## config.mk

```make
export PLATFORM = sky130hd
export DESIGN_NAME = versatile_mem_ctrl_wb_arb
export DESIGN_NICKNAME = d
export VERILOG_FILES = /design/src/rtl/versatile_mem_ctrl_pkg.sv /design/src/rtl/wb_port_fsm.sv /design/src/rtl/versatile_mem_ctrl_wb_arb.sv
export SDC_FILE = /design/constraint.sdc
export NUM_CORES = 1
export LEC_CHECK = 0
export CAP_MARGIN = 20
export CORE_AREA = 2 2 151 153
export DETAILED_ROUTE_END_ITERATION = 8
export DIE_AREA = 0 0 153 155
export GPL_TIMING_DRIVEN = 0
export SYNTH_ARGS = -nofsm -noshare
export SYNTH_HDL_FRONTEND = slang
export SYNTH_SLANG_ARGS = --single-unit
```

## constraint.sdc

```tcl
create_clock -name wb_clk -period 5.05 [get_ports wb_clk]
set_clock_uncertainty 0.05 [all_clocks]
set_input_delay 1.01 -clock wb_clk [delete_from_list [all_inputs] [get_ports wb_clk]]
set_output_delay 1.01 -clock wb_clk [all_outputs]
set_load 0.1 [all_outputs]
```

## src/rtl/versatile_mem_ctrl_pkg.sv

```systemverilog
// Shared definitions for the versatile memory controller Wishbone front end:
// cycle-type / burst-type encodings, port FSM states and read burst length decode.
package versatile_mem_ctrl_pkg;

  typedef enum logic [2:0] {
    CTI_CLASSIC = 3'b000,
    CTI_CONST   = 3'b001,
    CTI_INCR    = 3'b010,
    CTI_EOB     = 3'b111
  } cti_e;

  typedef enum logic [1:0] {
    BTE_LINEAR = 2'b00,
    BTE_WRAP4  = 2'b01,
    BTE_WRAP8  = 2'b10,
    BTE_WRAP16 = 2'b11
  } bte_e;

  typedef enum logic [2:0] {
    ST_IDLE,
    ST_ADR,
    ST_WR,
    ST_RD,
    ST_FE
  } port_state_e;

  // Result is wide enough for any legal LEN_WIDTH; callers truncate to their field.
  function automatic logic [7:0] burst_len(input logic [2:0] cti, input logic [1:0] bte,
                                           input logic [7:0] max_burst);
    burst_len = 8'd1;
    if (cti == CTI_INCR) begin
      case (bte)
        BTE_WRAP4:  burst_len = 8'd4;
        BTE_WRAP8:  burst_len = 8'd8;
        BTE_WRAP16: burst_len = 8'd16;
        default:    burst_len = max_burst;
      endcase
    end
  endfunction

endpackage

```

## src/rtl/wb_port_fsm.sv

```systemverilog
// Per-port Wishbone burst FSM: presents the address word, streams write data,
// and counts read beats (acking with one cycle latency, flushing on early end).
module wb_port_fsm
  import versatile_mem_ctrl_pkg::*;
#(
  parameter int unsigned ADR_WIDTH = 36,
  parameter int unsigned DAT_WIDTH = 32,
  parameter int unsigned LEN_WIDTH = 5,
  parameter int unsigned MAX_BURST = 16
) (
  input  logic                 clk,
  input  logic                 rst_n,
  input  logic [ADR_WIDTH-1:0] adr,
  input  logic [DAT_WIDTH-1:0] dat,
  input  logic                 stb,
  input  logic                 cyc,
  input  logic                 grant,
  input  logic                 egress_ready,
  input  logic                 ingress_valid,
  output logic                 req,
  output logic                 busy,
  output logic                 ack,
  output logic                 egress_valid,
  output logic                 egress_cmd,
  output logic [ADR_WIDTH-1:0] egress_dat,
  output logic [LEN_WIDTH-1:0] egress_len,
  output logic                 egress_last,
  output logic                 egress_abort,
  output logic                 ingress_ready,
  output logic                 rd_take
);

  port_state_e          state;
  logic [LEN_WIDTH-1:0] cnt;
  logic                 ack_r;
  logic                 wr_ack;
  logic                 rd_term;
  logic [LEN_WIDTH-1:0] req_len;
  logic [2:0]           cti;
  logic                 we;

  assign cti     = adr[2:0];
  assign we      = adr[5];
  assign req_len = LEN_WIDTH'(burst_len(adr[2:0], adr[4:3], 8'(MAX_BURST)));

  always_comb begin
    egress_valid  = 1'b0;
    egress_cmd    = 1'b0;
    egress_dat    = '0;
    egress_len    = '0;
    egress_last   = 1'b0;
    egress_abort  = 1'b0;
    ingress_ready = 1'b0;
    wr_ack        = 1'b0;
    rd_term       = 1'b0;
    rd_take       = 1'b0;
    case (state)
      ST_ADR: begin
        egress_valid = 1'b1;
        egress_cmd   = 1'b1;
        egress_dat   = adr;
        egress_len   = we ? '0 : req_len;
      end
      ST_WR: begin
        egress_valid = cyc & stb;
        egress_dat   = ADR_WIDTH'(dat);
        wr_ack       = egress_valid & egress_ready;
        egress_last  = wr_ack & ((cti == CTI_CLASSIC) | (cti == CTI_EOB));
        egress_abort = ~cyc;
      end
      ST_RD: begin
        // The ack currently on the bus carrying end-of-burst closes the transfer.
        rd_term       = ~cyc | (ack_r & (cti == CTI_EOB));
        ingress_ready = cyc & stb & ~rd_term;
        rd_take       = ingress_ready & ingress_valid;
      end
      ST_FE:   ingress_ready = 1'b1;
      default: ;
    endcase
  end

  assign ack  = ack_r | wr_ack;
  assign req  = (state == ST_IDLE) & cyc & stb;
  assign busy = (state != ST_IDLE) | ack_r;

  always_ff @(posedge clk or negedge rst_n) begin
    if (!rst_n) begin
      state <= ST_IDLE;
      cnt   <= '0;
      ack_r <= 1'b0;
    end else begin
      ack_r <= rd_take;
      case (state)
        ST_IDLE: if (grant) state <= ST_ADR;
        ST_ADR: begin
          if (egress_ready) begin
            if (we) begin
              state <= ST_WR;
            end else begin
              state <= ST_RD;
              cnt   <= req_len;
            end
          end
        end
        ST_WR: if (!cyc || egress_last) state <= ST_IDLE;
        ST_RD: begin
          if (rd_take) begin
            cnt <= cnt - 1'b1;
            if (cnt == LEN_WIDTH'(1)) state <= ST_IDLE;
          end else if (rd_term) begin
            state <= ST_FE;
          end
        end
        ST_FE: begin
          if (ingress_valid) begin
            cnt <= cnt - 1'b1;
            if (cnt == LEN_WIDTH'(1)) state <= ST_IDLE;
          end
        end
        default: state <= ST_IDLE;
      endcase
    end
  end

endmodule

```

## src/rtl/versatile_mem_ctrl_wb_arb.sv

```systemverilog
// N-port Wishbone front end: burst-holding arbiter plus egress/ingress muxing.
// VMC_WB_ARB_RR_EN selects round-robin; otherwise fixed priority, port 0 highest.
module versatile_mem_ctrl_wb_arb
  import versatile_mem_ctrl_pkg::*;
#(
  parameter  int unsigned NR_OF_PORTS = 3,
  parameter  int unsigned ADR_WIDTH   = 36,
  parameter  int unsigned DAT_WIDTH   = 32,
  parameter  int unsigned LEN_WIDTH   = 5,
  parameter  int unsigned MAX_BURST   = 16,
  localparam int unsigned PORT_W      = (NR_OF_PORTS > 1) ? $clog2(NR_OF_PORTS) : 1
) (
  input  logic                             wb_clk,
  input  logic                             wb_rst_n,
  input  logic [NR_OF_PORTS*ADR_WIDTH-1:0] wb_adr_i_v,
  input  logic [NR_OF_PORTS*DAT_WIDTH-1:0] wb_dat_i_v,
  input  logic [0:NR_OF_PORTS-1]           wb_stb_i,
  input  logic [0:NR_OF_PORTS-1]           wb_cyc_i,
  output logic [0:NR_OF_PORTS-1]           wb_ack_o,
  output logic [NR_OF_PORTS*DAT_WIDTH-1:0] wb_dat_o_v,
  output logic                             egress_valid,
  input  logic                             egress_ready,
  output logic                             egress_cmd,
  output logic [ADR_WIDTH-1:0]             egress_dat,
  output logic [LEN_WIDTH-1:0]             egress_len,
  output logic                             egress_last,
  output logic                             egress_abort,
  output logic [PORT_W-1:0]                egress_port,
  input  logic                             ingress_valid,
  input  logic [DAT_WIDTH-1:0]             ingress_dat,
  output logic                             ingress_ready
);

  if (MAX_BURST > (2 ** LEN_WIDTH) - 1) begin : g_len_check
    $error("MAX_BURST does not fit in LEN_WIDTH");
  end
  if (NR_OF_PORTS < 1 || NR_OF_PORTS > 8) begin : g_port_check
    $error("NR_OF_PORTS must be 1..8");
  end

  logic [NR_OF_PORTS-1:0] p_req, p_busy, p_ack, p_evalid, p_ecmd, p_elast, p_eabort;
  logic [NR_OF_PORTS-1:0] p_iready, p_rd_take, grant_pulse;
  logic [ADR_WIDTH-1:0]   p_edat [NR_OF_PORTS];
  logic [LEN_WIDTH-1:0]   p_elen [NR_OF_PORTS];

  logic                   grant_valid;
  logic [PORT_W-1:0]      grant_idx;
  logic                   owner_active;
  logic                   found;
  logic [PORT_W-1:0]      win;
  logic [DAT_WIDTH-1:0]   dat_r;
`ifdef VMC_WB_ARB_RR_EN
  logic [PORT_W-1:0]      rr_ptr;
`endif

  for (genvar g = 0; g < NR_OF_PORTS; g++) begin : g_port
    wb_port_fsm #(
      .ADR_WIDTH(ADR_WIDTH),
      .DAT_WIDTH(DAT_WIDTH),
      .LEN_WIDTH(LEN_WIDTH),
      .MAX_BURST(MAX_BURST)
    ) u_fsm (
      .clk          (wb_clk),
      .rst_n        (wb_rst_n),
      .adr          (wb_adr_i_v[(NR_OF_PORTS-g)*ADR_WIDTH-1 -: ADR_WIDTH]),
      .dat          (wb_dat_i_v[(NR_OF_PORTS-g)*DAT_WIDTH-1 -: DAT_WIDTH]),
      .stb          (wb_stb_i[g]),
      .cyc          (wb_cyc_i[g]),
      .grant        (grant_pulse[g]),
      .egress_ready (egress_ready),
      .ingress_valid(ingress_valid),
      .req          (p_req[g]),
      .busy         (p_busy[g]),
      .ack          (p_ack[g]),
      .egress_valid (p_evalid[g]),
      .egress_cmd   (p_ecmd[g]),
      .egress_dat   (p_edat[g]),
      .egress_len   (p_elen[g]),
      .egress_last  (p_elast[g]),
      .egress_abort (p_eabort[g]),
      .ingress_ready(p_iready[g]),
      .rd_take      (p_rd_take[g])
    );
    assign wb_ack_o[g]   = p_ack[g];
    assign grant_pulse[g] = ~owner_active & found & (win == PORT_W'(g));
  end

  // The grant stays with its owner until the FSM is idle and its final read ack has gone out.
  assign owner_active = grant_valid & p_busy[grant_idx];

  always_comb begin
    int unsigned idx;
    found = 1'b0;
    win   = '0;
    for (int unsigned k = 0; k < NR_OF_PORTS; k++) begin
`ifdef VMC_WB_ARB_RR_EN
      idx = (32'(rr_ptr) + k) % NR_OF_PORTS;
`else
      idx = k;
`endif
      if (!found && p_req[idx]) begin
        found = 1'b1;
        win   = PORT_W'(idx);
      end
    end
  end

  always_ff @(posedge wb_clk or negedge wb_rst_n) begin
    if (!wb_rst_n) begin
      grant_valid <= 1'b0;
      grant_idx   <= '0;
`ifdef VMC_WB_ARB_RR_EN
      rr_ptr      <= '0;
`endif
    end else if (!owner_active) begin
      grant_valid <= found;
      if (found) begin
        grant_idx <= win;
`ifdef VMC_WB_ARB_RR_EN
        rr_ptr    <= (win == PORT_W'(NR_OF_PORTS - 1)) ? '0 : win + 1'b1;
`endif
      end
    end
  end

  always_ff @(posedge wb_clk or negedge wb_rst_n) begin
    if (!wb_rst_n) dat_r <= '0;
    else if (|p_rd_take) dat_r <= ingress_dat;
  end

  assign wb_dat_o_v  = {NR_OF_PORTS{dat_r}};
  assign egress_port = grant_valid ? grant_idx : '0;

  // Non-owner FSMs sit in IDLE with all outputs low, so OR-combining selects the owner.
  always_comb begin
    egress_valid  = 1'b0;
    egress_cmd    = 1'b0;
    egress_dat    = '0;
    egress_len    = '0;
    egress_last   = 1'b0;
    egress_abort  = 1'b0;
    ingress_ready = 1'b0;
    for (int unsigned i = 0; i < NR_OF_PORTS; i++) begin
      egress_valid  = egress_valid  | p_evalid[i];
      egress_cmd    = egress_cmd    | p_ecmd[i];
      egress_dat    = egress_dat    | p_edat[i];
      egress_len    = egress_len    | p_elen[i];
      egress_last   = egress_last   | p_elast[i];
      egress_abort  = egress_abort  | p_eabort[i];
      ingress_ready = ingress_ready | p_iready[i];
    end
  end

endmodule
```

# Word-level counts from Yosys, hierarchy flattened
# Cells that the tools add are included.
[word_totals]
regBits = 62
elab_cells = 248
out_inout_bits = 147
[op_classes]
reduce_logical = 31
n_addsub = 3
eq_ne = 50
n_lt_le_gt_ge = 1
mux = 89
bitwise = 62
[ops]
columns = ["op", "count"]
rows = [
  ["36-bit case mux with 2 select lines", 3],
  ["5-bit two-way mux", 21],
  ["36-bit bitwise OR", 2],
  ["3-bit two-way mux", 21],
  ["3-bit case mux with 5 select lines", 3],
  ["5-bit case mux with 3 select lines", 3],
  ["5-bit case mux with 2 select lines", 3],
  ["5-bit AND reduction", 6],
  ["1-bit bitwise AND", 29],
  ["3-bit by 2-bit == test with 1-bit output (second input constant)", 9],
  ["1-bit two-way mux", 26],
  ["1-bit bitwise OR", 22],
  ["3-bit == test (second input constant)", 6],
  ["3-bit zero test", 6],
  ["2-bit by 1-bit != test with 1-bit output (second input constant)", 9],
  ["2-bit != test (second input constant)", 9],
  ["3-bit nonzero test", 6],
  ["5-bit by 1-bit == test with 1-bit output (second input constant)", 3],
  ["5-bit by 1-bit subtractor with 5-bit output (second input constant)", 3],
  ["1-bit case mux with 2 select lines", 6],
  ["5-bit bitwise OR", 2],
  ["3-bit by 1-bit == test with 1-bit output (second input constant)", 3],
  ["3-bit by 1-bit != test with 1-bit output (second input constant)", 3],
  ["2-bit by 1-bit == test with 1-bit output (second input constant)", 4],
  ["11 further kinds", 28],
]

# Depth between registers and ports, before layout
[logic_depth]
word_depth = 14
ltp_mapped = 7
mapped_depth_nobuf = 6

# Hierarchy
# A second synthesis with hierarchy kept.
[unflattened]
hier_cells = 644
area_unflattened_um2 = 5809.3
[by_module_without_submodules]
columns = ["mod", "seq_area_each_um2", "instances", "area_per_inst_um2", "cells_each"]
rows = [
  ["wb_port_fsm at g_port[0].u_fsm ...", 225.2, 2, 1176.1, 145],
  ["versatile_mem_ctrl_wb_arb", 875.8, 1, 2207.1, 205],
  ["wb_port_fsm at g_port[2].u_fsm", 225.2, 1, 1249.9, 149],
]

# Worst setup path after synthesis
# OpenSTA, ideal clock, no wires.
[synth_timing]
kind = "input to output"
from = "input port wb_adr_i_v[72]"
to = "output port egress_len[0]"
required_time_ns = 3.990
cell_stages = 3
arrival_time_ns = 4.705
slack_ns = -0.715
path_cell_list = "nor2_1 > and2_1 > o311ai_0"
[synth_between]
elab_chain_cells = 6
[synth_rtl]
columns = ["item", "line_no", "text"]
rows = [
  ["from (decl)", "versatile_mem_ctrl_wb_arb.sv:15", "input logic [NR_OF_PORTS*ADR_WIDTH-1:0] wb_adr_i_v,"],
  ["3-bit by 2-bit == test with 1-bit output", "versatile_mem_ctrl_pkg.sv:31", "if (cti == CTI_INCR) begin"],
  ["5-bit two-way mux", "versatile_mem_ctrl_pkg.sv:31", ""],
  ["5-bit two-way mux", "wb_port_fsm.sv:62", "egress_len = we ? '0 : req_len;"],
  ["5-bit two-way mux", "wb_port_fsm.sv:57", "case (state)"],
  ["5-bit bitwise OR (2 in series)", "versatile_mem_ctrl_wb_arb.sv:147", "egress_len = egress_len | p_elen[i];"],
  ["to (decl)", "versatile_mem_ctrl_wb_arb.sv:25", "output logic [LEN_WIDTH-1:0] egress_len,"],
]
# Every way passes these cells.

# Worst setup path after layout
[layout_timing]
from = "input port wb_cyc_i[0] in the netlist's numbering"
to = "output port egress_last"
[layout_between]
elab_chain_cells = 6
[layout_rtl]
columns = ["item", "line_no", "text"]
rows = [
  ["from (decl)", "versatile_mem_ctrl_wb_arb.sv:18", "input logic [0:NR_OF_PORTS-1] wb_cyc_i,"],
  ["1-bit bitwise AND", "wb_port_fsm.sv:65", "egress_valid = cyc & stb;"],
  ["1-bit bitwise AND", "wb_port_fsm.sv:67", "wr_ack = egress_valid & egress_ready;"],
  ["1-bit bitwise AND", "wb_port_fsm.sv:68", "egress_last = wr_ack & ((cti == CTI_CLASSIC) | (cti == CTI_EOB));"],
  ["1-bit two-way mux", "wb_port_fsm.sv:57", ""],
  ["1-bit bitwise OR (2 in series)", "versatile_mem_ctrl_wb_arb.sv:148", "egress_last = egress_last | p_elast[i];"],
  ["to (decl)", "versatile_mem_ctrl_wb_arb.sv:26", "output logic egress_last,"],
]
# Every way passes these cells.

==> impl_metrics.yaml <==
synthesis:
  ys_ff_latch: 62
  yosys.area.top_type: "dfrtp_1"
  synthAdderAreaFrac: 0.0283
  synth_simple_gate_area_frac: 0.195
  synth_top_area_frac: 0.292
  avgSynthCellArea_um2: 8.63
  synthFlopType: "dfrtp_1"
  synth_edf_count: 0
  syn_inst: 615
  synth.distinct_cells: 67
  netlist_area_um2: 5310
  synth_common_cells: "95 x a22oi_1, 73 x buf_4, 62 x dfrtp_1"
  synth_area_leaders: "dfrtp_1 29%, a22oi_1 13%, buf_4 10%"
  ys_seq_area_frac: 0.292
  synth_fp_nets: 873
  post-synth-top-count-cell: "a22oi_1"
  synth_top_family_by_area: "compound AO/OA/AOI/OAI gates"
  synth.area.mux_share: 0.0679
  synth-compound-area-share: 0.263
  synthArstFlopShare: 1.00
  synthXorXnorAreaFrac: 0
  ys_warn_count: 0
die:
  dieArea_um2: 23700
  io_pins: 393
  num_rows: 55
  core-area_um2: 22200
  start_util: 0.239
  fp.dieH_um: 155
  die_x_um: 153
clock_network:
  root_buffer: "clkbuf_16"
  cts_tree: "done"
  cts_buffer_depth: 2
  cts_setup_buffers: 0
  numCtsBuffers: 9
  clk_pin_slew_worst_paths_ns: 0.06
  clk_latency_ns: 0.34
  ctsHtreeMaxLevel: 3
  ctsResizeCount: 0
  hold_buffers: 0
  clock-sinks: 62
layout:
  area_delta_synth_final_pct: 85.6
  seq_area_um2: 1550
  final_nets: 1274
  layout-drive-gt1-share: 0.147
  multi_input_area_um2: 2950
  fill_cells: 2226
  n_antenna_cell: 0
critical_path:
  crit_start: "wb_cyc_i[0]"
  critical_path_required_ns: 3.99
  end_kind: "output port"
  critPathLaunchType: "primary input"
  r2r_start: "g_port[1].u_fsm.state[1]"
  crit_type: "primary input to output port"
  cp_max_fo: 7
  cp.arrival_ns: 3.85
run:
  cap_violations: 0
outcome:
  outcome: "complete, no violations"
hold_path:
  hp-start: "g_port[1].u_fsm.cnt[1]"
  hold_class: "flop to flop"
drt:
  viasPerCell: 4.97
  drt_wl_total_mm: 27.3
  post_drt_wl_per_cell_um: 20.9
  drtIter0Drc: 493
  via_count: 6492
  ant_nets: 0
  drc: 0
  drtPass1Iterations: 5
sta:
  finalCriticalPeriod_ns: 4.91
  fin_setup_tns_ns: 0
  clock.fmax_mhz: 204
  final.period_utilization: 0.972
  drv_slew: 0
  relSlewSlack: 0.284
  grt_setup_unrepaired: "no"
  hold_viol: 0
  worst-slew-pin-transition_ns: 1.07
  finalSetupViolCount: 0
global_route:
  antenna_found_initial: 1
  grt_pass1_vias: 6502
  grt_use_total: 0.223
  overflow: 0
  grt_max_degree: 63
  grt_pass1_wl_mm: 40.2
placed_design:
  port_buffers: 390
  gp_congestion: 0.877
  dp_hpwl_mm: 22.6
## path summary, 6_finish.rpt
path,endpoint,slack [ns],cells after the start
max reg2reg,g_port[1].u_fsm.state[1],2.78,6
min,g_port[1].u_fsm.cnt[1],0.47,2
min in group asynchronous,dat_r[16],0.71,1
max,egress_last,0.14,8
max in group asynchronous,g_port[0].u_fsm.cnt[4],3.67,1
min reg2reg,g_port[1].u_fsm.cnt[1],0.47,2
## placed cells by master, fill, tap and decap left out, types with 3 or more instances in the layout
master           instances
clkdlybuf4s50_1        389
dfrtp_1                 62
a21o_1                   3
a22oi_1                 95
buf_4                   74
nand2_1                 34
clkbuf_1                17
buf_6                    3
nor3_1                  12
nor3_2                   3
and3b_1                  3
a32oi_1                  5
and2_1                  10
inv_1                   27
mux2_2                  30
buf_2                    8
nor2b_1                  3
o21ai_0                 19
o31ai_1                  4
nand4_1                  7
a222oi_1                 4
ha_1                    12
nor4_1                   3
or3_1                    3
or3b_1                   3
clkbuf_16                9
nor2_1                  29
nor3b_2                  5
nand3_1                 38
nor3b_1                 11
nand2b_1                 5
and3_1                   4
a21oi_1                 17
buf_1                    5
a31oi_1                  9
a211oi_1                 4
## routing by layer
metal / vias up / share of wire / track usage / wire length (um)
met5: - / 0.00048 / 0 / 13
li1: 3053 / - / - / -
met1: 3072 / 0.37 / 0.241 / 10000
met4: 2 / 0.020 / 0.0657 / 544
met2: 335 / 0.53 / 0.420 / 14500
met3: 30 / 0.084 / 0.0666 / 2290
## logic make-up after synthesis
kind of cell | Yosys count
flip-flops | 62
buffers and inverters | 134
other | 1
AO/OA/AOI/OAI | 190
adder cells (fa/ha/maj) | 12
multiplexers | 32
AND/OR/NAND/NOR | 184
## critical path: stages
cell             delay, ns
clkdlybuf4s50_1       0.61
and2_1                0.17
clkbuf_1              0.23
nand3_1               0.15
a21oi_1               0.14
a31oi_1               0.08
o21ai_0               0.19
clkdlybuf4s50_1       1.25
## layout make-up
| cell class | instances | share of cell area |
|---|---|---|
| tap | 285 | 0.0362 |
| inverter | 27 | 0.0103 |
| multi-input combinational | 419 | 0.299 |
| sequential | 62 | 0.157 |
| clock buffer | 9 | 0.0229 |
| clock inverter | 6 | 0.00647 |
| buffer | 107 | 0.0720 |
| timing repair buffer | 390 | 0.396 |
## metrics by stage
| step | instances | cell area (um^2) | setup WS [ns] | hold slack, ns | util |
|---|---|---|---|---|---|
| 4_1_cts | 1305 | 9860 | 0.108 | 0.467 | 0.443 |
| 3_5_place_dp | 1290 | 9570 | 0.143 | 0.449 | 0.430 |
| 3_3_place_gp | 1290 | 9570 | 0.148 | 0.443 | 0.431 |
| 2_1_floorplan | 615 | 5310 | 0.466 | 0.419 | - |
| 6_report | 1305 | 9860 | 0.141 | 0.466 | 0.443 |
| 5_1_grt | 1305 | 9860 | 0.0356 | 0.482 | 0.443 |
## registers in the layout (all words and copies together) (netlist names)
signal              count
g_port.u_fsm.ack_r      3
grant_idx               2
dat_r                  32
g_port.u_fsm.state      9
grant_valid             1
g_port.u_fsm.cnt       15
Power is not shown: default switching activity piles up to over one toggle a cycle in this logic, so the estimate is an artifact.
==> RTL change, RTL diff (same flow settings) <==
`LEN_WIDTH` is set to 5 in 2 places; all go to 6.
--- a/src/rtl/wb_port_fsm.sv
+++ b/src/rtl/wb_port_fsm.sv
@@ -6,5 +6,5 @@
   parameter int unsigned ADR_WIDTH = 36,
   parameter int unsigned DAT_WIDTH = 32,
-  parameter int unsigned LEN_WIDTH = 5,
+  parameter int unsigned LEN_WIDTH = 6,
   parameter int unsigned MAX_BURST = 16
 ) (
--- a/src/rtl/versatile_mem_ctrl_wb_arb.sv
+++ b/src/rtl/versatile_mem_ctrl_wb_arb.sv
@@ -7,5 +7,5 @@
   parameter  int unsigned ADR_WIDTH   = 36,
   parameter  int unsigned DAT_WIDTH   = 32,
-  parameter  int unsigned LEN_WIDTH   = 5,
+  parameter  int unsigned LEN_WIDTH   = 6,
   parameter  int unsigned MAX_BURST   = 16,
   localparam int unsigned PORT_W      = (NR_OF_PORTS > 1) ? $clog2(NR_OF_PORTS) : 1
Ports: changed (resized egress_len); port bits go from 393 to 394. No check against the original RTL was run, so the function may have changed too.
==> RTL change against the unedited design <==
- worst hold slack lost 0.041 ns
- largest cell class unchanged
- sequential cell count is 3 higher
- wire length increased by 9.0%
- count of clock-buffer cells in the layout grew 3
- register-to-register slack worse by 0.15 ns
- synthesized cell count increased by 3.6%
- worst setup slack better by 0.038 ns
- via count rose by 4.7%
- area after synthesis increased by 3.2%
- design area is 2.9% higher
Power is not shown: default switching activity piles up to over one toggle a cycle in this logic, so the estimate is an artifact.
==> RTL change: results (changes against the unedited design) <==
Finish
  • Nets: 1300 (was 1274)
  • Share of layout cells above drive strength 1: 10.8% (was 14.7%)
  • Top Registers: dat_r: 32 flops, g_port.u_fsm.cnt: 18 flops, g_port.u_fsm.state: 9 flops (was dat_r: 32 flops, g_port.u_fsm.cnt: 15 flops, g_port.u_fsm.state: 9 flops)

Synth
  • Post-synthesis sequential area ratio: 29.7% (was 29.2%)
  • Post-synthesis async set-or-reset flop share: 100% (unchanged)
  • Post-synth top cells: 94 x a22oi_1, 72 x buf_4, 65 x dfrtp_1 (was 95 x a22oi_1, 73 x buf_4, 62 x dfrtp_1)
  • Average cell area after synthesis: 8.60 sq um (was 8.63 sq um)
  • Area contributors post-synth: dfrtp_1 30%, a22oi_1 13%, buf_4 9.9% (was dfrtp_1 29%, a22oi_1 13%, buf_4 10%)
  • Post-synth top flop: dfrtp_1 (unchanged)
  • Netlist cell types: 65 (was 67)
  • Synth warnings: 0 (unchanged)

Min path
  • Hold path start: g_port[1].u_fsm.cnt[5] (was g_port[1].u_fsm.cnt[1])
  • Min-delay worst type: flop to flop (unchanged)
  • WHS Path Cells: 1 (was 2)

Placed design
  • Placer Congestion: 0.912 (was 0.877)
  • Placed Area: 9790 sq um (was 9570 sq um)
  • Placement Setup Slack: -0.0513 ns (was 0.143 ns)
  • HPWL after DPL: 24800 um (was 22600 um)
  • Placed Cells incl. Taps: 1316 (was 1290)
  • Port-buffer cells: 391 (was 390)

Global route
  • Largest net degree at the start of global routing: 54 (was 63)
  • Number of global-route vias before repair: 6611 (was 6502)
  • Initial antenna violation count: 5 (was 1)
  • M3 GR Usage: 6.13% (was 6.66%)
  • Overall routing resource usage: 24.2% (was 22.3%)
  • Global-route wire length before repair: 43200 um (was 40200 um)
  • Met2 Use GR: 41.8% (was 42.0%)
  • Met1 usage: 29.5% (was 24.1%)

Clock network
  • CTS max path bufs: 2 (unchanged)
  • CTS H-Tree Depth: 3 (unchanged)
  • Worst-Skew Late Latency: 0.33 ns
  • Reg clk slew, reported paths: 0.06 ns (about the same)
  • Root Driver: clkbuf_16 (unchanged)
  • CTS buffer count: 9 (unchanged)

STA
  • Slew @ Worst Pin: 1.08 ns (was 1.07 ns)

Detailed routing
  • Total Wirelength: 29800 um (was 27300 um)
  • TritonRoute pass-1 iters: 5 (unchanged)
  • Per-cell routed wire length: 22.3 um (was 20.9 um)
  • ANT nets after route: 0 (unchanged)
  • Routed vias: 6796 (was 6492)
  • DR iter-0 viols: 438 (was 493)

Worst setup path
  • CP max stage delay: 1.21 ns (was 1.25 ns)
  • Crit. Startpoint: g_port[1].u_fsm.state[0] (was wb_cyc_i[0])
  • Critical path peak fanout: 10 (was 7)
  • Reg2reg path depth: 6 (unchanged)
  • CP arrival: 3.81 ns (was 3.85 ns)
  • Crit-path slowest cell: clkdlybuf4s50_1 (unchanged)
  • Top delay family on crit path: buffers and inverters (unchanged)
  • FF-to-FF Start: g_port[0].u_fsm.state[0] (was g_port[1].u_fsm.state[1])

Run status
  • Status: finished, final reports clean (unchanged)
==> RTL change: cell types whose count changed in the layout (fill, tap and decap cells not counted), moves of 4 or more <==
cell,unedited run,this run
nand2_1,34,39
o21ai_1,2,8
and2_1,10,6
clkbuf_1,17,29
mux2_1,2,32
or3_1,3,7
nand4_1,7,2
buf_2,8,4
nand3_1,38,43
clkdlybuf4s50_1,389,364
dlymetal6s2s_1,0,23
mux2_2,30,0
buf_1,5,0
o22ai_1,0,4
==> RTL change: layout make-up <==
cell class,instances,area [sq um]
Buffer,105,677
Inverter,24,90.1
Timing Repair Buffer,393,4000
Tap cell,285,357
Sequential cell,65,1630
Fill cell,2288,12100
Multi-Input combinational cell,444,3100
Antenna cell,3,7.51
Clock inverter,4,27.5
Clock buffer,12,256
==> RTL change: cells by family after synthesis <==
family	count (synthesis)	synth area share [%]
AOI/OAI and AO/OA	198	26.2
other	1	0.0685
DFF	65	29.7
muxes	32	6.58
and+or+nand+nor	200	20.7
adders and majority gates	12	2.74
buffers and inverters	129	14.0
==> RTL change: repair_timing <==
item / in CTS / in global routing
hold buffers: 0 / 0
setup buffers: 0 / 0
gates resized for setup: 4 / 24
setup endpoints to repair: 6 / 29
hold endpoints to repair: 0 / 0
==> RTL change: final timing paths <==
kind / end / slack, ns
setup / recovery: egress_abort / 0.18
hold / removal: g_port[1].u_fsm.cnt[5] / 0.43
setup reg to reg: g_port[0].u_fsm.state[1] / 2.63
hold reg to reg: g_port[1].u_fsm.cnt[5] / 0.43
max in group asynchronous: dat_r[22] / 3.92
min in group asynchronous: g_port[2].u_fsm.ack_r / 0.48
==> RTL change: per-layer routing <==
metal	vias up	share of wire (%)
li1	3161	-
met1	3257	40
met2	343	50
met3	31	7.5
met4	4	2.6
met5	-	0.077
